<file path="src/rtl/ram_arbiter.sv">
`default_nettype none
// ============================================================================
//  Module   : ram_arbiter
//  Brief    : Two-port round-robin arbiter/sequencer for a single-port RAM.
//             One access per three cycles: IDLE -> ACCESS -> RESP.
//  Revision : 1.0
// ============================================================================
module ram_arbiter #(
    parameter int AW = 6,
    parameter int DW = 32
) (
    input  logic          clk,
    input  logic          rst,
    input  logic          m0_req,
    input  logic          m0_we,
    input  logic [AW-1:0] m0_addr,
    input  logic [DW-1:0] m0_wdata,
    output logic          m0_ack,
    output logic [DW-1:0] m0_rdata,
    input  logic          m1_req,
    input  logic          m1_we,
    input  logic [AW-1:0] m1_addr,
    input  logic [DW-1:0] m1_wdata,
    output logic          m1_ack,
    output logic [DW-1:0] m1_rdata,
    output logic          Mem_Read,
    output logic          Mem_Write,
    output logic [AW-1:0] Mem_Addr,
    output logic [DW-1:0] M_W_Data,
    input  logic [DW-1:0] M_R_Data,
    output logic          busy,
    output logic          grant_id
);

    localparam logic [1:0] S_IDLE   = 2'd0;
    localparam logic [1:0] S_ACCESS = 2'd1;
    localparam logic [1:0] S_RESP   = 2'd2;

    logic [1:0]    state_q,  state_d;
    logic          gid_q,    gid_d;
    logic          we_q,     we_d;
    logic [AW-1:0] addr_q,   addr_d;
    logic [DW-1:0] wdata_q,  wdata_d;
    logic [DW-1:0] rdata0_q, rdata0_d;
    logic [DW-1:0] rdata1_q, rdata1_d;
    logic          win;

    always_comb begin
        state_d  = state_q;
        gid_d    = gid_q;
        we_d     = we_q;
        addr_d   = addr_q;
        wdata_d  = wdata_q;
        rdata0_d = rdata0_q;
        rdata1_d = rdata1_q;
        win      = 1'b0;
        case (state_q)
            S_IDLE: begin
                if (m0_req || m1_req) begin
                    // On a tie the requester not served last wins.
                    win     = (m0_req && m1_req) ? ~gid_q : m1_req;
                    gid_d   = win;
                    we_d    = win ? m1_we    : m0_we;
                    addr_d  = win ? m1_addr  : m0_addr;
                    wdata_d = win ? m1_wdata : m0_wdata;
                    state_d = S_ACCESS;
                end
            end
            S_ACCESS: begin
                if (!we_q) begin
                    if (gid_q) rdata1_d = M_R_Data;
                    else       rdata0_d = M_R_Data;
                end
                state_d = S_RESP;
            end
            S_RESP:  state_d = S_IDLE;
            default: state_d = S_IDLE;
        endcase
    end

    always_ff @(posedge clk or posedge rst) begin
        if (rst) begin
            state_q  <= S_IDLE;
            gid_q    <= 1'b1;
            we_q     <= 1'b0;
            addr_q   <= '0;
            wdata_q  <= '0;
            rdata0_q <= '0;
            rdata1_q <= '0;
        end else begin
            state_q  <= state_d;
            gid_q    <= gid_d;
            we_q     <= we_d;
            addr_q   <= addr_d;
            wdata_q  <= wdata_d;
            rdata0_q <= rdata0_d;
            rdata1_q <= rdata1_d;
        end
    end

    // Strobes decode from registered state, so reset drops them at once.
    assign Mem_Read  = (state_q == S_ACCESS) && !we_q;
    assign Mem_Write = (state_q == S_ACCESS) &&  we_q;
    assign Mem_Addr  = addr_q;
    assign M_W_Data  = wdata_q;
    assign m0_ack    = (state_q == S_RESP) && !gid_q;
    assign m1_ack    = (state_q == S_RESP) &&  gid_q;
    assign m0_rdata  = rdata0_q;
    assign m1_rdata  = rdata1_q;
    assign busy      = (state_q != S_IDLE);
    assign grant_id  = gid_q;

endmodule
`default_nettype wire

</file>
<file path="config.mk">
export PLATFORM = sky130hd
export DESIGN_NAME = ram_arbiter
export DESIGN_NICKNAME = d
export VERILOG_FILES = /design/src/rtl/ram_arbiter.sv
export SDC_FILE = /design/constraint.sdc
export NUM_CORES = 1
export LEC_CHECK = 0
export CAP_MARGIN = 20
export CORE_MARGIN = 2
export CORE_UTILIZATION = 41
export CTS_CLUSTER_SIZE = 24
export DETAILED_ROUTE_END_ITERATION = 10
export GPL_ROUTABILITY_DRIVEN = 0
export PLACE_DENSITY = 0.82
export SYNTH_ARGS = -nofsm -noshare
export SYNTH_HDL_FRONTEND = slang
export SYNTH_SLANG_ARGS = --single-unit
</file>
<file path="constraint.sdc">
create_clock -name clk -period 5 [get_ports clk]
set_input_delay 1.5 -clock clk [delete_from_list [all_inputs] [get_ports clk]]
set_output_delay 1.5 -clock clk [all_outputs]
set_load 0.03 [all_outputs]
</file>
# Word-level counts from Yosys, hierarchy flattened
# Cells that the tools add are included.
[classes]
n_mux = 6
n_eq_ne = 3
bitwise_logic = 2
n_reduce_logical = 13
[op_table]
columns = ["operator", "n"]
rows = [
  ["32-bit two-way mux", 1],
  ["6-bit two-way mux", 1],
  ["3-bit AND reduction", 2],
  ["1-bit logical AND", 5],
  ["2-bit one-hot mux with 2 select lines", 1],
  ["2-bit by 1-bit == test with 1-bit output, second input constant", 1],
  ["2-bit == test, second input constant", 1],
  ["1-bit logical NOT", 2],
  ["2-bit logical NOT", 1],
  ["1-bit two-way mux", 2],
  ["2-bit two-way mux", 1],
  ["2-bit != test, second input constant", 1],
  ["1-bit NOT", 2],
  ["2-bit AND reduction", 1],
  ["2-bit nonzero test", 1],
  ["1-bit logical OR", 1],
]
[totals]
out_inout_bits = 108
ff_bits = 106
elab_cells = 31
in_bits = 114

# Longest topological paths before layout
[depth]
word_depth = 3
depth_mapped = 6
mapped_depth_nobuf = 3

# Worst setup path after synthesis
# OpenSTA, ideal clock, no wires.
[synth_timing]
kind = "reg-to-output"
from = "reg gid_q (netlist: grant_id)"
to = "out m0_ack"
path_buffers = 0
t_arrival_ps = 1189
path_slack_ps = 2311
path_stages_with_launch = 2
cell_sequence = "dfstp_2 nor3b_1"
[synth_via]
elab_chain_len = 2
[synth_lines]
columns = ["item", "line_no", "rtl"]
rows = [
  ["start, declared", "40", "logic gid_q, gid_d;"],
  ["start signal, assigned", "92", "gid_q <= gid_d;"],
  ["1-bit logical NOT", "106", "assign m0_ack = (state_q == S_RESP) && !gid_q;"],
  ["1-bit logical AND", "106", ""],
  ["end, declared", "18", "output logic m0_ack,"],
]
# No other way between the ends.

# Final worst setup path
[layout_timing]
from = "reg state_q[1]"
to = "out busy"
[layout_via]
elab_chain_len = 1
[layout_lines]
columns = ["item", "line_no", "rtl"]
rows = [
  ["start, declared", "39", "logic [1:0] state_q, state_d;"],
  ["start signal, assigned", "91", "state_q <= state_d;"],
  ["2-bit nonzero test", "110", "assign busy = (state_q != S_IDLE);"],
  ["end, declared", "31", "output logic busy,"],
]
# No other way between the ends.

==> results_tabular.tex <==
\begin{tabular}{lr}
\hline
Metric & Value \\
\hline
\multicolumn{2}{l}{\textbf{Yosys}} \\
\quad YS warnings & 0 \\
\quad Count of unique library cells instantiated by Yosys & 26 \\
\quad Xor and xnor fraction of the mapped netlist area & 0\% \\
\quad Post-Synth Adder-Cell Area & 0\% \\
\quad Number of standard cells after synthesis & 372 \\
\quad Proportion of synthesized area in mux cells & 20.13\% \\
\quad Post-synthesis async set-or-reset flop share & 100.0\% \\
\quad Net Count, Synth & 486 \\
\quad Main combinational cell family by area after synthesis & multiplexers \\
\quad Post-synth EDFFs & 0 \\
\quad Compound-Gate Fraction of Synth Area & 9.960\% \\
\quad Post-synthesis sequential element count & 106 \\
\quad Synthesized area divided by synthesized cell count & 12.63 sq um \\
\quad Primary flip-flop cell chosen by synthesis mapping & dfrtp\_1 \\
\quad Post-synthesis simple-gate area fraction & 8.016\% \\
\quad Mapped cell area & 4698 sq um \\
\quad Part of the Yosys area used for sequential elements & 56.48\% \\
\multicolumn{2}{l}{\textbf{Global route}} \\
\quad Global-route wire length before repair & 19830 um \\
\quad Total global-route track usage & 20.51\% \\
\quad Vias in the first global route & 3773 \\
\quad Overflow after GRT & 0 \\
\quad Number of antenna violations at the first check in global routing & 0 \\
\quad Largest net degree at the start of global routing & 61 \\
\multicolumn{2}{l}{\textbf{Timing}} \\
\quad Setup TNS & 0 ps \\
\quad Worst slew margin & 27.37\% \\
\quad Share of the clock period used by the worst path & 70.18\% \\
\quad Time the final worst path needs with I/O delays and setup & 3509 ps \\
\quad Setup repair after global routing missed its margin & no \\
\quad Final Setup Violations & 0 \\
\quad Max-slew violation count & 0 \\
\quad Max frequency & 0.2850 GHz \\
\quad Worst slew pin tran & 1089 ps \\
\quad Number of hold violations in the final report & 0 \\
\quad Least setup slack across all paths after layout & 1491 ps \\
\quad Final Skew & 5.532 ps \\
\multicolumn{2}{l}{\textbf{CTS}} \\
\quad Total CTS buffers & 9 \\
\quad Count of hold-fix buffers inserted at cts & 0 \\
\quad CTS tree & done \\
\quad Clock tree buffer depth & 2 \\
\quad Clock root cell & clkbuf\_16 \\
\quad CTS Sinks & 106 \\
\quad Clock transition at the register clock pins on the worst setup and hold paths after CTS & 70 ps \\
\quad Clk\_lat worst skew & 350 ps \\
\quad Post-cts resize count & 0 \\
\quad Count of H-tree levels built during CTS & 3 \\
\quad Buffers inserted during post-CTS setup optimization & 0 \\
\multicolumn{2}{l}{\textbf{Die}} \\
\quad Die area & 12330 sq um \\
\quad Width of the die & 111.0 um \\
\quad Initial standard-cell utilization of the core & 41.50\% \\
\quad DIE HEIGHT & 111.0 um \\
\quad Core box area & 11320 sq um \\
\quad Count of standard-cell rows & 39 \\
\quad Boundary pin count & 222 \\
\multicolumn{2}{l}{\textbf{Pwr}} \\
\quad Pwr Density & 723.0 nW/um\^{}2 \\
\quad Maximum resistive drop on vdd & 0.4976 mV \\
\quad Leakage & 3.036 nW \\
\multicolumn{2}{l}{\textbf{Place}} \\
\quad Placed wire-length estimate after detailed placement & 8811 um \\
\quad Worst-case setup slack after placement & 1509 ps \\
\quad Input/output buffers & 221 \\
\quad Number of instances in the placed design & 711 \\
\multicolumn{2}{l}{\textbf{Worst setup path}} \\
\quad Signal arrival time at the worst endpoint & 2010 ps \\
\quad Critical Path Source Type & register \\
\quad Path type of the worst setup path & register to output pin \\
\quad Required @ worst endpoint & 3500 ps \\
\quad Worst-path maximum fanout & 43 \\
\quad Worst setup EP type & output pin \\
\multicolumn{2}{l}{\textbf{Routing}} \\
\quad Initial detailed-routing violation count & 197 \\
\quad Detailed Routing Iterations Pass 1 & 4 \\
\quad Vias per std cell & 5.126 \\
\quad Wire length per cell after detailed routing & 17.25 um \\
\quad Sum of routed wire length over all layers & 12510 um \\
\quad Number of vias in the routed layout & 3716 \\
\quad Number of nets with antenna violations after detailed routing & 0 \\
\quad DRC & 0 \\
\multicolumn{2}{l}{\textbf{Finish}} \\
\quad Number of diodes & 0 \\
\quad Total of fill cells in the finished design & 870 \\
\quad Area Overhead vs Synth & 52.92\% \\
\quad Fin util & 63.46\% \\
\quad Net total in the final layout & 693 \\
\quad Proportion of layout cells with a drive suffix above 1 & 15.81\% \\
\quad Finished Layout Cells & 725 \\
\multicolumn{2}{l}{\textbf{Job}} \\
\quad Number of violations of the max-capacitance limit & 0 \\
\multicolumn{2}{l}{\textbf{Status}} \\
\quad Outcome & completed \\
\multicolumn{2}{l}{\textbf{Hold path}} \\
\quad Hold/Removal Path Class & register to register \\
\hline
\end{tabular}
worst paths after layout:
check / start / to / slack (ps) / depth (start not counted)
min in group asynchronous: rst / M_W_Data[23] / 1580 / 2
worst min-delay path: m1_rdata[20] / m1_rdata[20] / 510 / 1
worst max register to register: state_q[1] / m0_rdata[30] / 2850 / 3
worst min register to register: m1_rdata[20] / m1_rdata[20] / 510 / 1
max in group asynchronous: rst / m1_rdata[0] / 2680 / 3
worst max-delay path: state_q[1] / busy / 1490 / 4
routing by layer:
metal / part of all wire [%] / vias to the layer above / GRT usage (%) / routed length [um]
li1: - / 1707 / - / -
met1: 42 / 1783 / 25.62 / 5258
met2: 47 / 204 / 33.25 / 5891
met3: 8.7 / 22 / 6.725 / 1094
met4: 2.1 / 0 / 7.984 / 261
met5: 0 / - / 0 / 0
critical path, stage by stage (launching register included):
cell             delay, ps
dfrtp_1                460
nor2_4                 100
buf_4                  390
inv_1                   80
clkdlybuf4s50_1        600
cell usage after synthesis, types with 2 or more instances:
cell      count  area, sq um
a21oi_1      40        200.2
mux2_4       60        900.9
buf_2         8        40.04
clkbuf_1     12        45.04
buf_12        6        120.1
nand2_1      78        292.8
buf_4         2        15.01
a31oi_1      40        250.2
dfrtp_1     105         2628
mux2_2        4        45.04
inv_1         2        7.510
final cells by class:
class                           instances  area [sq um]  area share (%)
Clock inverter                          2         12.51          0.1742
Timing Repair Buffer                  226          2262           31.49
Sequential cell                       106          2654           36.94
Multi-Input combinational cell        234          1800           25.06
Tap cell                              143         178.9           2.490
Inverter                                2         10.01          0.1393
Clock buffer                           12         266.5           3.710
state kept, by name (all words and copies together) (netlist names):
name,flops
grant_id,1
Mem_Addr,6
m1_rdata,32
m0_rdata,32
M_W_Data,32
state_q,2
we_q,1
layout by cell type, fill, tap and decap left out:
cell | synthesis | layout
and3b_2 | 1 | 1
nor3b_1 | 1 | 1
clkbuf_16 | 0 | 9
clkinvlp_4 | 0 | 1
nand2_1 | 78 | 78
mux2_4 | 60 | 60
mux2_2 | 4 | 4
dfrtp_1 | 105 | 105
a21boi_2 | 0 | 1
a31oi_1 | 40 | 40
a21bo_2 | 1 | 1
a21oi_1 | 40 | 40
nor2_4 | 0 | 1
and2_4 | 1 | 1
and2_1 | 1 | 2
dfstp_2 | 1 | 1
or2_1 | 0 | 1
clkbuf_8 | 0 | 3
clkinv_2 | 0 | 1
inv_4 | 0 | 1
inv_1 | 2 | 1
nor2b_1 | 1 | 1
clkdlybuf4s50_1 | 0 | 221
nor3b_4 | 1 | 1
and2b_2 | 0 | 1
buf_4 | 2 | 4
buf_12 | 6 | 1
cell families after synthesis:
group                  count (synthesis)
flip-flops                           106
AND/OR/NAND/NOR                       88
AO/OA/AOI/OAI                         82
multiplexers                          64
buffers and inverters                 32
power breakdown:
part / internal, mW / total, mW / switching (mW) / leakage, nW
logic: 1.38 / 2.94 / 1.56 / 1.66
registers: 1.30 / 1.58 / 0.283 / 1.24
clock network: 0.372 / 0.670 / 0.298 / 0.137
stage by stage:
stage | instance area [sq um] | total power [mW] | hold slack [ps]
after floorplan | 4698 | 3.373 | 528.9
after global placement | 6905 | 4.464 | 489.4
after detailed placement | 6905 | 4.530 | 492.3
after CTS | 7184 | 5.229 | 510.1
after global routing | 7184 | 5.453 | 529.9
final | 7184 | 5.194 | 507.3
(Power assumes the default switching activity.)
